**src/rtl/mem_arbiter.sv**
```systemverilog
// Single-port memory arbiter between instruction fetch and load/store.
// Load/store wins by default; a starved fetch gains priority after MAX_WAIT denials.
module mem_arbiter #(
   parameter int ADDR_W   = 16,
   parameter int DATA_W   = 32,
   parameter int MAX_WAIT = 3
) (
   input  logic              clk,
   input  logic              rst,
   input  logic              if_req_i,
   input  logic [ADDR_W-1:0] if_addr_i,
   output logic              if_gnt_o,
   output logic              if_rvalid_o,
   output logic [DATA_W-1:0] if_rdata_o,
   input  logic              ls_req_i,
   input  logic              ls_we_i,
   input  logic [ADDR_W-1:0] ls_addr_i,
   input  logic [DATA_W-1:0] ls_wdata_i,
   output logic              ls_gnt_o,
   output logic              ls_rvalid_o,
   output logic [DATA_W-1:0] ls_rdata_o,
   output logic              mem_ce_o,
   output logic              mem_we_o,
   output logic [ADDR_W-1:0] mem_addr_o,
   output logic [DATA_W-1:0] mem_wdata_o,
   input  logic [DATA_W-1:0] mem_rdata_i
);

   typedef enum logic {
      PRIO_LS = 1'b0,
      PRIO_IF = 1'b1
   } prio_e;

   typedef enum logic [1:0] {
      OWN_NONE = 2'd0,
      OWN_IF   = 2'd1,
      OWN_LS   = 2'd2
   } owner_e;

   localparam logic [3:0] MAX_WAIT_C = 4'(MAX_WAIT);

   prio_e      state_q, state_d;
   owner_e     owner_q, owner_d;
   logic [3:0] wait_cnt_q, wait_cnt_d;
   logic       if_gnt_s, ls_gnt_s;

   // Grant selection; grants are held off while reset is asserted
   always_comb begin
      if_gnt_s = 1'b0;
      ls_gnt_s = 1'b0;
      if (!rst) begin
         if_gnt_s = 1'b0;
         ls_gnt_s = 1'b0;
      end else begin
         case (state_q)
            PRIO_LS: begin
               if (ls_req_i) begin
                  ls_gnt_s = 1'b1;
               end else if (if_req_i) begin
                  if_gnt_s = 1'b1;
               end else begin
                  ls_gnt_s = 1'b0;
               end
            end
            PRIO_IF: begin
               if (if_req_i) begin
                  if_gnt_s = 1'b1;
               end else if (ls_req_i) begin
                  ls_gnt_s = 1'b1;
               end else begin
                  if_gnt_s = 1'b0;
               end
            end
            default: begin
               if_gnt_s = 1'b0;
               ls_gnt_s = 1'b0;
            end
         endcase
      end
   end

   // Starvation counter, priority next state and read-owner next state
   always_comb begin
      wait_cnt_d = 4'd0;
      state_d    = state_q;
      owner_d    = OWN_NONE;

      if (if_req_i && !if_gnt_s) begin
         if (wait_cnt_q >= MAX_WAIT_C) begin
            wait_cnt_d = MAX_WAIT_C;
         end else begin
            wait_cnt_d = wait_cnt_q + 4'd1;
         end
      end else begin
         wait_cnt_d = 4'd0;
      end

      case (state_q)
         PRIO_LS: begin
            if (wait_cnt_d == MAX_WAIT_C) begin
               state_d = PRIO_IF;
            end else begin
               state_d = PRIO_LS;
            end
         end
         PRIO_IF: begin
            if (if_gnt_s || !if_req_i) begin
               state_d = PRIO_LS;
            end else begin
               state_d = PRIO_IF;
            end
         end
         default: state_d = PRIO_LS;
      endcase

      if (if_gnt_s) begin
         owner_d = OWN_IF;
      end else if (ls_gnt_s && !ls_we_i) begin
         owner_d = OWN_LS;
      end else begin
         owner_d = OWN_NONE;
      end
   end

   // State registers
   always_ff @(posedge clk or negedge rst) begin
      if (!rst) begin
         state_q    <= PRIO_LS;
         wait_cnt_q <= 4'd0;
         owner_q    <= OWN_NONE;
      end else begin
         state_q    <= state_d;
         wait_cnt_q <= wait_cnt_d;
         owner_q    <= owner_d;
      end
   end

   // Memory port drive and response routing; idle port is driven to zero
   always_comb begin
      mem_ce_o    = if_gnt_s | ls_gnt_s;
      mem_we_o    = ls_gnt_s & ls_we_i;
      mem_addr_o  = {ADDR_W{1'b0}};
      mem_wdata_o = {DATA_W{1'b0}};
      if (if_gnt_s) begin
         mem_addr_o  = if_addr_i;
         mem_wdata_o = ls_wdata_i;
      end else if (ls_gnt_s) begin
         mem_addr_o  = ls_addr_i;
         mem_wdata_o = ls_wdata_i;
      end else begin
         mem_addr_o  = {ADDR_W{1'b0}};
         mem_wdata_o = {DATA_W{1'b0}};
      end

      if_rvalid_o = (owner_q == OWN_IF);
      ls_rvalid_o = (owner_q == OWN_LS);
      if_rdata_o  = if_rvalid_o ? mem_rdata_i : {DATA_W{1'b0}};
      ls_rdata_o  = ls_rvalid_o ? mem_rdata_i : {DATA_W{1'b0}};
   end

   assign if_gnt_o = if_gnt_s;
   assign ls_gnt_o = ls_gnt_s;

endmodule
```
**config.mk**
```make
export PLATFORM = sky130hd
export DESIGN_NAME = mem_arbiter
export DESIGN_NICKNAME = d
export VERILOG_FILES = /design/src/rtl/mem_arbiter.sv
export SDC_FILE = /design/constraint.sdc
export NUM_CORES = 1
export LEC_CHECK = 0
export CAP_MARGIN = 30
export CELL_PAD_IN_SITES_DETAIL_PLACEMENT = 0
export CELL_PAD_IN_SITES_GLOBAL_PLACEMENT = 1
export CORE_ASPECT_RATIO = 1.2
export CORE_MARGIN = 4
export CORE_UTILIZATION = 11
export DETAILED_ROUTE_END_ITERATION = 10
export PLACE_DENSITY_LB_ADDON = 0.3
export REMOVE_ABC_BUFFERS = 1
export SLEW_MARGIN = 15
export SYNTH_ARGS = -nofsm -noshare
export SYNTH_HDL_FRONTEND = slang
export SYNTH_SLANG_ARGS = --single-unit
```
**constraint.sdc**
```tcl
create_clock -name clk -period 1.5 [get_ports clk]
set_input_delay 0.225 -clock clk [delete_from_list [all_inputs] [get_ports clk]]
set_output_delay 0.225 -clock clk [all_outputs]
set_load 0.01 [all_outputs]
```
; Yosys cells after proc, flatten, opt, wreduce, memory -nomap -nowiden
; Index checks and enable logic that the tools add are counted.
[word_totals]
elab_cells = 38
in_bits = 101
register_bits = 7
[classes]
n_lt_le_gt_ge = 1
n_addsub = 1
reduce_logical = 6
n_eq_ne = 3
muxes = 21
n_bitwise = 3
[op_table]
columns = cell, count
row1 = 2-to-1 mux 32 bit, 4
row2 = 2-to-1 mux 16 bit, 2
row3 = 2-to-1 mux 1 bit, 8
row4 = 2-to-1 mux 4 bit, 2
row5 = one-hot mux 1 bit (2 select lines), 3
row6 = adder 4 x 1 -> 4 bit (second input constant), 1
row7 = equality test 4 x 2 -> 1 bit (second input constant), 1
row8 = greater-or-equal comparator 4 x 2 -> 1 bit (second input constant), 1
row9 = 2-to-1 mux 2 bit, 2
row10 = zero test 1 bit, 3
row11 = equality test 2 x 1 -> 1 bit (second input constant), 1
row12 = equality test 2 bit (second input constant), 1
row13 = logical AND 1 bit, 2
row14 = bitwise AND 1 bit, 1
row15 = logical OR 1 bit, 1
row16 = NOT 1 bit, 1
row17 = bitwise OR 1 bit, 1

; Longest topological paths before layout
; Gate-level depths: netlist of run 1.
[logic_depth]
depth_word = 10
mapped_depth = 4

; Worst setup path before layout of run 1
; OpenSTA, ideal clock, no wires.
[synth_timing]
path_kind = register to output
start = register state_q
end = output mem_we_o
stages_incl_launch_ff = 4
t_arrival_ns = 0.981
n_path_buf = 1
path_slack_ns = 0.294
required_ns = 1.275
cell_sequence = dfrtp_1 -> a21oi_4 -> buf_6 -> and2_1
[synth_via]
elab_chain_cells = 4
[synth_lines]
columns = item, line_no
row1 = start: declaration, 42  ; prio_e state_q, state_d;
row2 = start signal: assignment, 132  ; state_q <= state_d;
row3 = NOT 1 bit, -
row4 = one-hot mux 1 bit (2 select lines) *, 55  ; case (state_q)
row5 = 2-to-1 mux 1 bit *, 51  ; if (!rst) begin
row6 = named net ls_gnt_o, 19  ; output logic ls_gnt_o,
row7 = bitwise AND 1 bit *, 141  ; mem_we_o = ls_gnt_s & ls_we_i;
row8 = end: declaration, 23  ; output logic mem_we_o,
; The timed path passes the listed nets; every way through them passes the cells marked *.

; Worst setup path in the final report of run 1
[layout_timing]
start = register state_q
end = output mem_addr_o[10]
[layout_via]
elab_chain_cells = 5
word_cells_on_any_way = 7
classes_between = 6 x mux / 1 x bitwise
[layout_lines]
columns = item, line_no
row1 = NOT 1 bit, -
row2 = one-hot mux 1 bit (2 select lines), 55
row3 = 2-to-1 mux 1 bit, 51
row4 = 2-to-1 mux 16 bit, 147  ; end else if (ls_gnt_s) begin
row5 = 2-to-1 mux 16 bit *, 144  ; if (if_gnt_s) begin
row6 = end: declaration, 24  ; output logic [ADDR_W-1:0] mem_addr_o,
; Every way passes the cells marked *; elsewhere a longest branch is shown, timed or not.

==> key figures, run 1 <==
Global routing
  • Grt ovf: 0
  • First-pass GRT wire length: 10450 microns
  • Initial antenna violation count: 0
  • GR Layer Usage met2: 20.11%
  • GRT Overall Usage: 11.12%
  • Met1 usage: 11.11%
  • Largest net degree at the start of global routing: 19
  • Most Used Layer, Global Route: met2
  • Routing usage on met3: 6.021%
  • Vias in the first global route: 2101

Clocking
  • Clk_lat worst skew: 230 ps
  • H-tree level count: 1
  • Clk slew on worst S/H paths: 40 ps
  • CTS sink cnt: 7
  • CTS buffer count: 3
  • CTS Buffer Depth: 2
  • Root Driver: clkbuf_16
  • TritonCTS clock tree: built

Setup path
  • Max FO, Critical Path: 5
  • Data arrival time of the critical path: 1390 ps
  • Crit Reg-Reg Startpoint: state_q
  • Startpoint types: flip-flop
  • R2R Setup Slk: 310 ps
  • Critical path class: flip-flop to output pin
  • Worst Reg2Reg Path Length in Cells: 5
  • RR Endpoint: state_q
  • Crit. End Element: output pin
  • CP required: 1270 ps

Cells and area
  • Most common cell after layout, fill and taps aside: clkdlybuf4s50_1
  • Fillers: 1000
  • P&R area growth vs syn: 243.3%
  • Most frequent cells in the layout: clkdlybuf4s50_1, buf_2, buf_6
  • Nets: 497
  • Ant. Diodes: 0
  • Share of cells above drive strength 1: 52.54%
  • Finished Layout Cells: 520

Routing
  • DRT iter0 DRCs: 10
  • DRT Pass-1 Iters: 4
  • DR vias/cell: 3.906
  • Post-route ant nets: 0
  • Wirelength, routed: 7811 microns
  • Mean routed wirelength per cell: 15.02 microns
  • DRC: 0
  • Via count: 2031

Synthesis
  • Fraction of registers with async set/reset: 100.0%
  • Number of synthesized flops with an enable pin: 0
  • Synthesized area: 1124 sq um
  • Avg Cell Area, Syn: 7.491 sq um
  • Yosys reg bits: 7
  • Post-Syn Instances: 150
  • Syn. warnings: 0
  • Number of library cell types mapped by synthesis: 23
  • Ys flop type: dfrtp_1
  • Seq/Total Area, Yosys: 15.59%

STA
  • RSZ-0062 raised after global routing: true
  • Final Max Tran Viols: 0
  • Final setup violating endpoints: 68
  • Hold Violations, Final: 0
  • Worst hold slack: 482.5 ps
  • Final Skew: 3.889 ps
  • FMAX: 0.6176 GHz
  • Fin worst setup slack: -119.3 ps
  • Fin crit share: 108.0%
  • Post-layout min period: 1619 ps

Floorplan
  • Site Rows: 40
  • Core area: 10010 sq um
  • Initial Util: 11.23%
  • Die X: 100.3 microns
  • Ports: 219
  • Die Y: 118.7 microns
  • Die Area: 11900 sq um

Hold path
  • Worst min-delay path startpoint: wait_cnt_q[0]
  • Min-delay worst type: flip-flop to flip-flop
  • Hold path depth: 1
  • Hold path endpoint: wait_cnt_q[0]

Job
  • Max-Cap Viols: 0

Power and ir drop
  • Worst vdd ir: 416.7 uV
  • Leakage dissipation: 1.902 nW
  • Power per Cell Area: 413.8 nW/um^2

Status
  • Status: finished, violations left
  • Failing checks: setup timing

Place
  • Number of port buffers: 218
  • Placed insts: 496
  • Routability Congestion: 0.7527
  • Detailed placement HPWL: 5982 microns
==> layout make-up <==
type | instances | area, sq um | share of cell area (%)
timing repair buffer | 251 | 2425 | 62.86
multi-input combinational | 130 | 1013 | 26.27
sequential | 7 | 175.2 | 4.541
tap | 126 | 157.7 | 4.087
clock buffer | 4 | 78.83 | 2.043
inverter | 2 | 7.507 | 0.1946
==> per-layer routing <==
metal / vias to the layer above / part of all wire (%)
li1: 974 / -
met1: 877 / 32
met2: 176 / 51
met3: 4 / 16
met4: 0 / 0.82
met5: - / 0
==> cells in the mapped netlist (2+ instances only) <==
library cell  count  area share [%]
a22o_1           15              12
and2_1           97              54
and2b_1           2             1.3
buf_2             5             2.2
buf_4             2             1.3
clkbuf_1          4             1.3
dfrtp_1           7              16
inv_1             2            0.67
nor3_1            2            0.89
==> kinds of logic (layout without fill, tap and decap cells) <==
group           Yosys count  count (layout)  synth area share [%]
compound gates           21              21                 17.60
simple gates            106             106                 58.80
buf+inv                  14             257                 6.569
flops                     7               7                 15.59
other cells               1               2                0.3338
fa+ha+maj                 1               1                 1.113
==> stage by stage <==
stage / util (%) / total power, mW / worst slack (ps) / cell area, sq um / setup TNS, ps
5_1_grt: 38.54 / 1.679 / -163.5 / 3857 / -8218
3_3_place_gp: 35.58 / 1.067 / -617.8 / 3561 / -40640
6_report: 38.54 / 1.596 / -119.3 / 3857 / -4275
3_5_place_dp: 35.58 / 1.067 / -625.5 / 3561 / -41610
4_1_cts: 33.95 / 1.484 / -145.5 / 3398 / -6830
2_1_floorplan: - / 0.4384 / -192.0 / 1061 / -6755
==> worst max-delay path by stage <==
stage / startpoint / endpoint / slack [ps] / depth (start not counted)
finish: state_q / mem_addr_o[10] / -120 / 6
global route: state_q / mem_addr_o[9] / -160 / 6
CTS: owner_q[1] / ls_rdata_o[14] / -150 / 4
detailed placement: rst / mem_addr_o[3] / -630 / 6
global placement: rst / mem_addr_o[3] / -620 / 6
floorplan: owner_q[1] / if_rdata_o[0] / -190 / 2
==> sequential cells by signal, summed over array words and instances, names as in the netlist <==
signal	cells
state_q	1
owner_q	2
wait_cnt_q	4
==> report_power, final <==
| part | switching (mW) | internal (mW) |
|---|---|---|
| registers | 0.00865 | 0.202 |
| logic | 0.321 | 0.611 |
| clock network | 0.100 | 0.354 |
==> repair_timing <==
item	in CTS	in global routing
hold buffers	0	1
endpoints found under the setup margin	118	115
resized for setup	471	135
setup buffers	10	3
gates cloned	4	6
hold endpoints to repair	0	7
pin swaps	25	28
==> critical path, stage by stage (launching register included) <==
cell	delay, ps
dfrtp_1	410
inv_2	90
a21oi_4	60
buf_6	140
buf_12	130
a22o_1	200
buf_2	140
No activity file was read; power rests on OpenSTA's default activity.
==> run 2: changes to the inputs <==
Settings changed: GPL_ROUTABILITY_DRIVEN set to 0.
==> results of run 2 <==
Same layout as run 1: the final DEF is identical, and so are final timing and power.
